## config.mk

```make
export PLATFORM = sky130hd
export DESIGN_NAME = hazard_ctrl_flat
export DESIGN_NICKNAME = d
export VERILOG_FILES = /design/src/rtl/hazard_ctrl_if.sv /design/src/rtl/hazard_ctrl.sv /design/src/flat_wrapper.sv
export SDC_FILE = /design/constraint.sdc
export NUM_CORES = 1
export LEC_CHECK = 0
export BUFFER_PORTS_ARGS = -buffer_cell sky130_fd_sc_hd__buf_2
export CAP_MARGIN = 15
export CORE_UTILIZATION = 49
export DETAILED_ROUTE_END_ITERATION = 12
export PLACE_DENSITY_LB_ADDON = 0.05
export SLEW_MARGIN = 20
export SYNTH_ARGS = -nofsm -noshare
export SYNTH_HDL_FRONTEND = slang
export SYNTH_SLANG_ARGS = --single-unit
```

## constraint.sdc

```tcl
create_clock -name clk -period 1.7 [get_ports clk]
set_input_delay 0.17 -clock clk [delete_from_list [all_inputs] [get_ports clk]]
set_output_delay 0.17 -clock clk [all_outputs]
set_load 0.02 [all_outputs]
```

## src/rtl/hazard_ctrl_if.sv

```systemverilog
// Hazard controller interface: D/X/M stage register info and control inputs
// from the pipeline, forwarding/stall/flush/freeze controls and perf counters back.
interface hazard_ctrl_if;
    // D-stage sources
    logic [4:0]  d_rs_a;
    logic [4:0]  d_rt_a;
    logic        d_rs_used;
    logic        d_rt_used;
    // X-stage destination
    logic [4:0]  x_rd_a;
    logic        x_reg_write;
    logic        x_mem_read;
    // M-stage destination
    logic [4:0]  m_rd_a;
    logic        m_reg_write;
    // Control events
    logic        branch_taken;
    logic        mem_busy;
    // Controls to the pipeline
    logic        fwdX_rs;
    logic        fwdX_rt;
    logic        fwdM_rs;
    logic        fwdM_rt;
    logic        stall;
    logic        stall_fd;
    logic        flush;
    logic        freeze;
    // Performance counters
    logic [31:0] stall_cycles;
    logic [31:0] flush_events;

    // Controller side
    modport master (
        input  d_rs_a, d_rt_a, d_rs_used, d_rt_used,
        input  x_rd_a, x_reg_write, x_mem_read,
        input  m_rd_a, m_reg_write,
        input  branch_taken, mem_busy,
        output fwdX_rs, fwdX_rt, fwdM_rs, fwdM_rt,
        output stall, stall_fd, flush, freeze,
        output stall_cycles, flush_events
    );

    // Pipeline side
    modport slave (
        output d_rs_a, d_rt_a, d_rs_used, d_rt_used,
        output x_rd_a, x_reg_write, x_mem_read,
        output m_rd_a, m_reg_write,
        output branch_taken, mem_busy,
        input  fwdX_rs, fwdX_rt, fwdM_rs, fwdM_rt,
        input  stall, stall_fd, flush, freeze,
        input  stall_cycles, flush_events
    );
endinterface

```

## src/rtl/hazard_ctrl.sv

```systemverilog
// Hazard detection / forwarding controller. Combinational forwarding selects,
// load-use stall sequencing, taken-branch flush sequencing, memory-busy freeze
// and stall/flush performance counters.
module hazard_ctrl #(
    parameter int unsigned LOAD_LAT   = 1,  // bubble cycles per load-use hazard (1..7)
    parameter int unsigned BR_PENALTY = 2   // flush cycles per taken branch (1..7)
) (
    input logic           clk,
    input logic           rst,
    hazard_ctrl_if.master hz
);

    typedef enum logic [1:0] {
        RUN,
        LSTALL,
        FLUSH
    } state_t;

    // The detecting cycle already supplies the first bubble / flush, so the held
    // states only cover the remaining LAT-1 cycles; cnt counts those down to 0.
    localparam bit          LS_HOLD = (LOAD_LAT > 1);
    localparam bit          FL_HOLD = (BR_PENALTY > 1);
    localparam int unsigned LS_REM  = LS_HOLD ? LOAD_LAT - 2 : 0;
    localparam int unsigned FL_REM  = FL_HOLD ? BR_PENALTY - 2 : 0;
    localparam logic [2:0]  LS_CNT  = 3'(LS_REM);
    localparam logic [2:0]  FL_CNT  = 3'(FL_REM);

    state_t      state;
    state_t      state_n;
    logic [2:0]  cnt;
    logic [2:0]  cnt_n;

    logic        rs_nz;
    logic        rt_nz;
    logic        rs_x_hit;
    logic        rt_x_hit;
    logic        fx_rs;
    logic        fx_rt;
    logic        fm_rs;
    logic        fm_rt;
    logic        load_use;

    logic        stall_i;
    logic        flush_i;
    logic        freeze_i;

    logic [31:0] stall_cnt_q;
    logic [31:0] flush_cnt_q;

    // Source/destination comparison: forwarding selects and load-use detection
    always_comb begin
        rs_nz    = (hz.d_rs_a != 5'd0);
        rt_nz    = (hz.d_rt_a != 5'd0);
        rs_x_hit = hz.d_rs_used & hz.x_reg_write & rs_nz & (hz.x_rd_a == hz.d_rs_a);
        rt_x_hit = hz.d_rt_used & hz.x_reg_write & rt_nz & (hz.x_rd_a == hz.d_rt_a);
        fx_rs    = rs_x_hit & ~hz.x_mem_read;
        fx_rt    = rt_x_hit & ~hz.x_mem_read;
        fm_rs    = hz.d_rs_used & hz.m_reg_write & rs_nz & (hz.m_rd_a == hz.d_rs_a) & ~fx_rs;
        fm_rt    = hz.d_rt_used & hz.m_reg_write & rt_nz & (hz.m_rd_a == hz.d_rt_a) & ~fx_rt;
        load_use = hz.x_mem_read & (rs_x_hit | rt_x_hit);
    end

    // State register with synchronous active-low reset
    always_ff @(posedge clk) begin
        if (!rst) begin
            state <= RUN;
            cnt   <= '0;
        end else begin
            state <= state_n;
            cnt   <= cnt_n;
        end
    end

    // Next-state: branch beats memory-busy, which beats load-use
    always_comb begin
        state_n = state;
        cnt_n   = cnt;
        if (hz.branch_taken) begin
            if (FL_HOLD) begin
                state_n = FLUSH;
                cnt_n   = FL_CNT;
            end else begin
                state_n = RUN;
                cnt_n   = '0;
            end
        end else if (hz.mem_busy) begin
            state_n = state;
            cnt_n   = cnt;
        end else begin
            case (state)
                RUN: begin
                    if (load_use && LS_HOLD) begin
                        state_n = LSTALL;
                        cnt_n   = LS_CNT;
                    end
                end
                LSTALL, FLUSH: begin
                    if (cnt == 3'd0) begin
                        state_n = RUN;
                    end else begin
                        cnt_n = cnt - 3'd1;
                    end
                end
                default: begin
                    state_n = RUN;
                    cnt_n   = '0;
                end
            endcase
        end
    end

    // Outputs: held-state values plus same-cycle detection, all gated by reset
    always_comb begin
        stall_i  = 1'b0;
        flush_i  = 1'b0;
        freeze_i = 1'b0;
        if (rst) begin
            stall_i  = ~hz.branch_taken &
                       ((state == LSTALL) | ((state == RUN) & load_use & ~hz.mem_busy));
            flush_i  = hz.branch_taken | (state == FLUSH);
            freeze_i = hz.mem_busy;
        end
    end

    // Performance counters: effective stall cycles and started flushes
    always_ff @(posedge clk) begin
        if (!rst) begin
            stall_cnt_q <= '0;
            flush_cnt_q <= '0;
        end else begin
            if (stall_i && !freeze_i) begin
                stall_cnt_q <= stall_cnt_q + 32'd1;
            end
            if (hz.branch_taken) begin
                flush_cnt_q <= flush_cnt_q + 32'd1;
            end
        end
    end

    assign hz.fwdX_rs      = rst & fx_rs;
    assign hz.fwdX_rt      = rst & fx_rt;
    assign hz.fwdM_rs      = rst & fm_rs;
    assign hz.fwdM_rt      = rst & fm_rt;
    assign hz.stall        = stall_i;
    assign hz.stall_fd     = stall_i;
    assign hz.flush        = flush_i;
    assign hz.freeze       = freeze_i;
    assign hz.stall_cycles = stall_cnt_q;
    assign hz.flush_events = flush_cnt_q;

endmodule
```

## src/flat_wrapper.sv

```systemverilog
// flat-port wrapper written by rule: the top's interface ports become plain ports
module hazard_ctrl_flat 
#(
    parameter int unsigned LOAD_LAT   = 1,                                             
    parameter int unsigned BR_PENALTY = 2                                          
)
  (clk, rst, hz_d_rs_a, hz_d_rt_a, hz_d_rs_used, hz_d_rt_used, hz_x_rd_a, hz_x_reg_write, hz_x_mem_read, hz_m_rd_a, hz_m_reg_write, hz_branch_taken, hz_mem_busy, hz_fwdX_rs, hz_fwdX_rt, hz_fwdM_rs, hz_fwdM_rt, hz_stall, hz_stall_fd, hz_flush, hz_freeze, hz_stall_cycles, hz_flush_events);
  hazard_ctrl_if hz_i ();
  input logic clk;
  input logic rst;
  input wire logic [$bits(hz_i.d_rs_a)-1:0] hz_d_rs_a;
  input wire logic [$bits(hz_i.d_rt_a)-1:0] hz_d_rt_a;
  input wire logic [$bits(hz_i.d_rs_used)-1:0] hz_d_rs_used;
  input wire logic [$bits(hz_i.d_rt_used)-1:0] hz_d_rt_used;
  input wire logic [$bits(hz_i.x_rd_a)-1:0] hz_x_rd_a;
  input wire logic [$bits(hz_i.x_reg_write)-1:0] hz_x_reg_write;
  input wire logic [$bits(hz_i.x_mem_read)-1:0] hz_x_mem_read;
  input wire logic [$bits(hz_i.m_rd_a)-1:0] hz_m_rd_a;
  input wire logic [$bits(hz_i.m_reg_write)-1:0] hz_m_reg_write;
  input wire logic [$bits(hz_i.branch_taken)-1:0] hz_branch_taken;
  input wire logic [$bits(hz_i.mem_busy)-1:0] hz_mem_busy;
  output wire logic [$bits(hz_i.fwdX_rs)-1:0] hz_fwdX_rs;
  output wire logic [$bits(hz_i.fwdX_rt)-1:0] hz_fwdX_rt;
  output wire logic [$bits(hz_i.fwdM_rs)-1:0] hz_fwdM_rs;
  output wire logic [$bits(hz_i.fwdM_rt)-1:0] hz_fwdM_rt;
  output wire logic [$bits(hz_i.stall)-1:0] hz_stall;
  output wire logic [$bits(hz_i.stall_fd)-1:0] hz_stall_fd;
  output wire logic [$bits(hz_i.flush)-1:0] hz_flush;
  output wire logic [$bits(hz_i.freeze)-1:0] hz_freeze;
  output wire logic [$bits(hz_i.stall_cycles)-1:0] hz_stall_cycles;
  output wire logic [$bits(hz_i.flush_events)-1:0] hz_flush_events;
  assign hz_i.d_rs_a = hz_d_rs_a;
  assign hz_i.d_rt_a = hz_d_rt_a;
  assign hz_i.d_rs_used = hz_d_rs_used;
  assign hz_i.d_rt_used = hz_d_rt_used;
  assign hz_i.x_rd_a = hz_x_rd_a;
  assign hz_i.x_reg_write = hz_x_reg_write;
  assign hz_i.x_mem_read = hz_x_mem_read;
  assign hz_i.m_rd_a = hz_m_rd_a;
  assign hz_i.m_reg_write = hz_m_reg_write;
  assign hz_i.branch_taken = hz_branch_taken;
  assign hz_i.mem_busy = hz_mem_busy;
  assign hz_fwdX_rs = hz_i.fwdX_rs;
  assign hz_fwdX_rt = hz_i.fwdX_rt;
  assign hz_fwdM_rs = hz_i.fwdM_rs;
  assign hz_fwdM_rt = hz_i.fwdM_rt;
  assign hz_stall = hz_i.stall;
  assign hz_stall_fd = hz_i.stall_fd;
  assign hz_flush = hz_i.flush;
  assign hz_freeze = hz_i.freeze;
  assign hz_stall_cycles = hz_i.stall_cycles;
  assign hz_flush_events = hz_i.flush_events;
  hazard_ctrl #(.LOAD_LAT(LOAD_LAT), .BR_PENALTY(BR_PENALTY)) u_core (.clk(clk), .rst(rst), .hz(hz_i));
endmodule
```

==> flow_summary_export.csv, run 1 <==
group,metric,value,unit
status,status,"finished with violations",
status,violations,"negative setup slack",
synth,synth-edff-count,0,
critical_path,crit_top_cell,"buf_6",
detailed_routing,drt_iter0_drc,156,
detailed_routing,first_pass_iters,4,
sta,rsz0062_at_grt,"true",
critical_path,crit_path_end_kind,"flip-flop",
clocking,cts_root_buf,"clkbuf_8",
critical_path,crit_required,1.97,ns
floorplanning,std_cell_rows,32,
job,drv_cap,0,
pwr,ir_worst_vdd,0.0004988,V
cells_and_area,fillCellCount,586,
synth,seq_area_frac_synth,0.3387,
cells_and_area,layout_common_cells,"buf_2, buf_4, nand2_1",
hold_path,worstHoldStart,"hz_mem_busy",
clocking,postCtsHoldBufs,0,
pwr,powerDensity,546.6,nW/um^2
clocking,clock_latency,0.36,ns
critical_path,path_class,"reg -> reg",
sta,fmax,572.7,MHz
critical_path,worstPathCellList,"nand4_4 -> nor4_4 -> nand2_2 -> buf_6 -> buf_6 -> a2111oi_4 -> mux2i_1",
synth,synth_ff_type,"dfxtp_1",
cells_and_area,stdcell_area,5929,sq um
critical_path,r2r_start,"u_core.hz.stall_cycles[3]",
grt,grt_max_degree,69,
cells_and_area,fin_util,0.7556,
critical_path,crit_path_top_delay_cell,"dfxtp_2",
sta,fin_skew,0.01552,ns
grt,grt_pass1_vias,3777,
placed_design,place.gp.congestion,0.8164,
grt,grt.total_usage,0.2580,
sta,tightest_slew,0.6060,ns
clocking,cts_made_buffers,9,
sta,finalSetupViolations,3,
detailed_routing,wire_per_inst,14.86,um
floorplanning,die-width,92.57,um
pwr,finalPower,0.003241,W
critical_path,cp_max_fo,5,
cells_and_area,areaGrowthSynthToFinish,47.54,%
cells_and_area,drive_gt1_frac,0.4624,
detailed_routing,postRouteAntennaNets,0,
grt,grt_pass1_wl,17660,um
synth,synth.distinct_cells,45,
synth,synth_area,4019,sq um
hold_path,min_path_type,"in -> reg",
sta,period_share,1.027,
grt,antenna_found_initial,0,
clocking,clk_pin_slew,0.08,ns
synth,yosys_warnings,0,
sta,final_max_slew_viol_count,0,
cells_and_area,diodes,0,
critical_path,crit_arrival,2.01,ns
cells_and_area,multi_input_area,2768,sq um
pwr,p_int,0.002360,W
pwr,p_leak,2.521,nW
clocking,cts_buffer_depth,2,
cells_and_area,finish.net_count,679,
placed_design,portBuffers,100,
detailed_routing,avgViaCountPerCell,5.414,
pwr,swShare,0.2720,
floorplanning,dieHeight,92.57,um
placed_design,dpl_worst_slack,-0.2930,ns
floorplanning,dieArea,8568,sq um
synth,synth_seq_cells,68,
floorplanning,core_area,7848,sq um
pwr,share_comb_of_total_power,0.093,
clocking,cts_tree,"yes",
synth,async_reset_ff_frac,0,
synth,syn_inst,464,
sta,setup_slack,-0.04623,ns
sta,final_hold_viol_count,0,
synth,avgSynthCellArea,8.661,sq um
detailed_routing,drc,0,
pwr,p_switching,0.0008816,W
grt,grt_overflow_total,0,
sta,period_needed,1.746,ns
detailed_routing,wirelength,11190,um
clocking,cts_sinks,68,
pwr,seq_power_share,0.490,
critical_path,max_stage_delay,0.36,ns
placed_design,placedInstanceArea,5255,sq um
pwr,pwr-share-clk,0.417,
floorplanning,io_pins,101,
synth,synth_nets,497,
cells_and_area,regArea,1428,sq um
critical_path,crit_start,"u_core.hz.stall_cycles[3]",
sta,max_slew_margin,0.5960,
floorplanning,start_util,0.5121,
placed_design,hpwl,7715,um
critical_path,cp-start-kind,"flip-flop",
detailed_routing,vias,4077,
clocking,cts-htree-levels,3,
cells_and_area,final_common_cell,"buf_2",
-- synthesized netlist by cell type (all sizes together), types with 2 or more instances --
library cell | instances | share of area
nor3 | 8 | 0.010
inv | 10 | 0.0093
o21ai | 5 | 0.0062
nor2 | 15 | 0.014
ha | 4 | 0.012
and2 | 22 | 0.034
nand4b | 2 | 0.0059
or3 | 4 | 0.0062
a2111oi | 7 | 0.034
buf | 11 | 0.022
dfxtp | 68 | 0.34
a211oi | 14 | 0.026
nand2b | 34 | 0.053
nand4 | 22 | 0.041
nor2b | 5 | 0.0078
and3 | 5 | 0.0078
mux2i | 35 | 0.087
xor2 | 28 | 0.061
and4 | 6 | 0.013
a21boi | 6 | 0.011
nand3 | 27 | 0.034
nor4 | 13 | 0.026
clkbuf | 16 | 0.015
xnor2 | 17 | 0.037
nand2 | 62 | 0.058
a21oi | 11 | 0.016
-- per-layer routing --
metal  share of wire  global-route usage  routed length, um  vias up
li1                -                   -                  -     1992
met2            0.48              0.4111               5338      122
met1            0.45              0.3450               4999     1944
met3           0.054             0.05255                606       19
met4           0.022             0.08984                249        0
met5               0                   0                  0        -
-- cells by family after synthesis --
| logic type | after synthesis | synth area share |
|---|---|---|
| AO/OA/AOI/OAI | 44 | 0.09496 |
| XOR/XNOR | 45 | 0.09807 |
| adder cells (fa/ha/maj) | 4 | 0.01245 |
| buffers and inverters | 37 | 0.04608 |
| flip-flops | 68 | 0.3387 |
| multiplexers | 35 | 0.08717 |
| AND/OR/NAND/NOR | 231 | 0.3225 |
-- area by class of cell --
| cell class | count | share of cell area |
|---|---|---|
| Clock inverter | 6 | 0.008441 |
| Clock buffer | 10 | 0.02511 |
| Multi-Input combinational cell | 359 | 0.4668 |
| Timing Repair Buffer | 198 | 0.2311 |
| Inverter | 10 | 0.006330 |
| Tap cell | 102 | 0.02152 |
| Sequential cell | 68 | 0.2408 |
-- state kept, by name, summed over array words and instances (netlist names) --
register / cells
u_core.cnt: 3
u_core.hz.stall_cycles: 32
u_core.hz.flush_events: 32
u_core.state: 1
-- critical path: cells and delay by family, from the launching register on --
kind / cells / cell delay, ns
AOI/OAI and AO/OA: 1 / 0.20
DFF: 1 / 0.36
buffers and inverters: 2 / 0.27
and+or+nand+nor: 3 / 0.61
muxes: 1 / 0.23
-- metrics by stage --
stage | setup TNS [ns] | hold slack, ns | std cells
floorplan | -0.2449 | 0.3637 | 464
detailed placement | -7.167 | 0.4649 | 720
finish | -0.08321 | 0.2044 | 753
CTS | -0.1428 | 0.1974 | 750
global placement | -5.672 | 0.4530 | 720
global route | -1.361 | 0.2112 | 753
-- power by group through the flow --
stage	Combinational, W	Sequential (W)	Clock, W
finish	0.000301	0.00159	0.00135
floorplan	0.000141	0.00163	0
global placement	0.000258	0.00163	0
CTS	0.000288	0.00159	0.00137
detailed placement	0.000265	0.00163	0
global route	0.000325	0.00159	0.00146
-- final timing paths --
| path | to | slack, ns | depth (start not counted) |
|---|---|---|---|
| min reg2reg | u_core.hz.stall_cycles[31] | 0.48 | 2 |
| max | u_core.hz.stall_cycles[30] | -0.05 | 7 |
| min | u_core.state[1] | 0.20 | 3 |
| max reg2reg | u_core.hz.stall_cycles[30] | -0.05 | 7 |
-- timing repair --
| item | 4_1_cts | 5_1_grt |
|---|---|---|
| gates resized for setup | 28 | 47 |
| pin swaps | 12 | 10 |
| buffers inserted | 12 | 3 |
| endpoints found under the setup margin | 19 | 39 |
| gates cloned | 2 | 0 |
No activity file was read; power rests on OpenSTA's default activity.
==> run 2, diff against run 1 <==
SETUP_SLACK_MARGIN = 0.02   (was unset)
==> flow_summary_export.csv, run 2 (synthesis results as in run 1) <==
group,metric,value,unit
critical_path,worstPathCellList,"buf_8 -> xor2_2 -> nor4_2 -> nand4_2 -> buf_12 -> a21oi_4 -> buf_6",
sta,final_hold_viol_count,0,
placed_design,dpl_worst_slack,-0.3365,ns
hold_path,min_path_type,"in -> reg",
floorplanning,std_cell_rows,32,
sta,period_needed,1.811,ns
critical_path,cp.depth,7,
clocking,cts_tree,"yes",
pwr,p_leak,2.621,nW
pwr,powerDensity,510.2,nW/um^2
placed_design,hpwl,8036,um
detailed_routing,vias,4078,
sta,period_share,1.066,
clocking,cts_buffer_depth,2,
job,drv_cap,0,
sta,finalSetupViolations,16,
status,violations,"negative setup slack",
hold_path,hold_depth,3,
cells_and_area,fin_util,0.7801,
critical_path,r2r_start,"u_core.hz.stall_cycles[9]",
clocking,clk_pin_slew,0.08,ns
detailed_routing,first_pass_iters,4,
clocking,postCtsHoldBufs,0,
critical_path,crit_start,"hz_x_rd_a[1]",
cells_and_area,final_common_cell,"buf_4",
grt,grt_max_degree,74,
sta,rsz0062_at_grt,"true",
critical_path,path_class,"in -> out",
cells_and_area,drive_gt1_frac,0.4751,
sta,fin_skew,0.01551,ns
critical_path,cp_max_fo,6,
clocking,cts_root_buf,"clkbuf_8",
sta,final_max_slew_viol_count,0,
placed_design,portBuffers,100,
sta,max_slew_margin,0.5511,
detailed_routing,postRouteAntennaNets,0,
critical_path,crit_required,1.53,ns
clocking,cts-htree-levels,3,
detailed_routing,avgViaCountPerCell,5.331,
critical_path,cp_num_buf_inv,3,
floorplanning,io_pins,101,
grt,grt_overflow_total,0,
cells_and_area,diodes,0,
hold_path,worstHoldStart,"hz_mem_busy",
clocking,cts_made_buffers,9,
sta,setup_slack,-0.1115,ns
detailed_routing,wire_per_inst,15.22,um
placed_design,place.gp.congestion,0.8163,
cells_and_area,layout_common_cells,"buf_4, buf_2, nand2_1",
floorplanning,dieHeight,92.57,um
grt,antenna_found_initial,0,
critical_path,reg2reg_depth,7,
grt,grt.total_usage,0.2629,
floorplanning,dieArea,8568,sq um
cells_and_area,finish.net_count,691,
critical_path,crit_path_end_kind,"output port",
cells_and_area,layout.cells.non_filler,765,
floorplanning,die-width,92.57,um
status,status,"finished with violations",
grt,grt_pass1_vias,3904,
clocking,cts_sinks,68,
critical_path,cp-start-kind,"primary input",
sta,tns,-0.9272,ns
detailed_routing,drt_iter0_drc,223,
detailed_routing,wirelength,11640,um
critical_path,max_stage_delay,0.36,ns
pwr,ir_worst_vdd,0.0004182,V
floorplanning,start_util,0.5121,
detailed_routing,drc,0,
clocking,clock_latency,0.35,ns
grt,grt_pass1_wl,18030,um
placed_design,dp_cells,730,
critical_path,crit_arrival,1.64,ns
critical_path,crit_path_top_delay_cell,"nor4_2",
critical_path,crit_family,"simple AND/OR/NAND/NOR gates",
floorplanning,core_area,7848,sq um
cells_and_area,areaGrowthSynthToFinish,52.33,%
sta,fmax,552.0,MHz
sta,tightest_slew,0.6733,ns
[run 2: path summary, 6_finish.rpt]
kind                           endpoint  slack (ns)
max                            hz_stall       -0.11
min                     u_core.state[1]        0.18
max reg2reg  u_core.hz.stall_cycles[24]       -0.07
min reg2reg  u_core.hz.flush_events[31]        0.48
[run 2: per-stage QoR]
step | power [W] | cell area (sq um) | hold slack (ns)
after global placement | 0.001887 | 5336 | 0.4539
after global routing | 0.003233 | 6122 | 0.2652
final | 0.003124 | 6122 | 0.1803
after CTS | 0.003122 | 5715 | 0.1677
after floorplan | 0.001775 | 4177 | 0.3637
after detailed placement | 0.001894 | 5336 | 0.4677
[run 2: report_power, final]
part           leakage (nW)  switching [W]  internal, W
registers             0.568     0.00000737      0.00158
clock network        0.0927       0.000627     0.000606
logic                  1.96       0.000164     0.000138
[run 2: repair_timing]
action	in CTS	in global routing
pin swaps	16	25
cloned	1	0
buffers inserted	8	12
setup endpoints to repair	25	41
gates resized for setup	36	68
[run 2: layout make-up]
cell class | instances | area, sq um
Inverter | 10 | 37.54
Tap cell | 102 | 127.6
Clock inverter | 4 | 23.77
Timing Repair Buffer | 210 | 1503
Clock buffer | 12 | 155.1
Fill cell | 552 | 1725
Multi-Input combinational cell | 359 | 2844
Sequential cell | 68 | 1431
[run 2: worst min-delay path: stages]
cell and delay (ns):
buf_2 0.11, nor2_1 0.06, a21boi_0 0.14
[run 2: layer usage]
layer,up-vias,GRT usage,part of all wire
met5,-,0,0
met1,1929,0.3411,0.44
met4,0,0.05990,0.0097
met2,122,0.4383,0.49
li1,2014,-,-
met3,13,0.06486,0.061
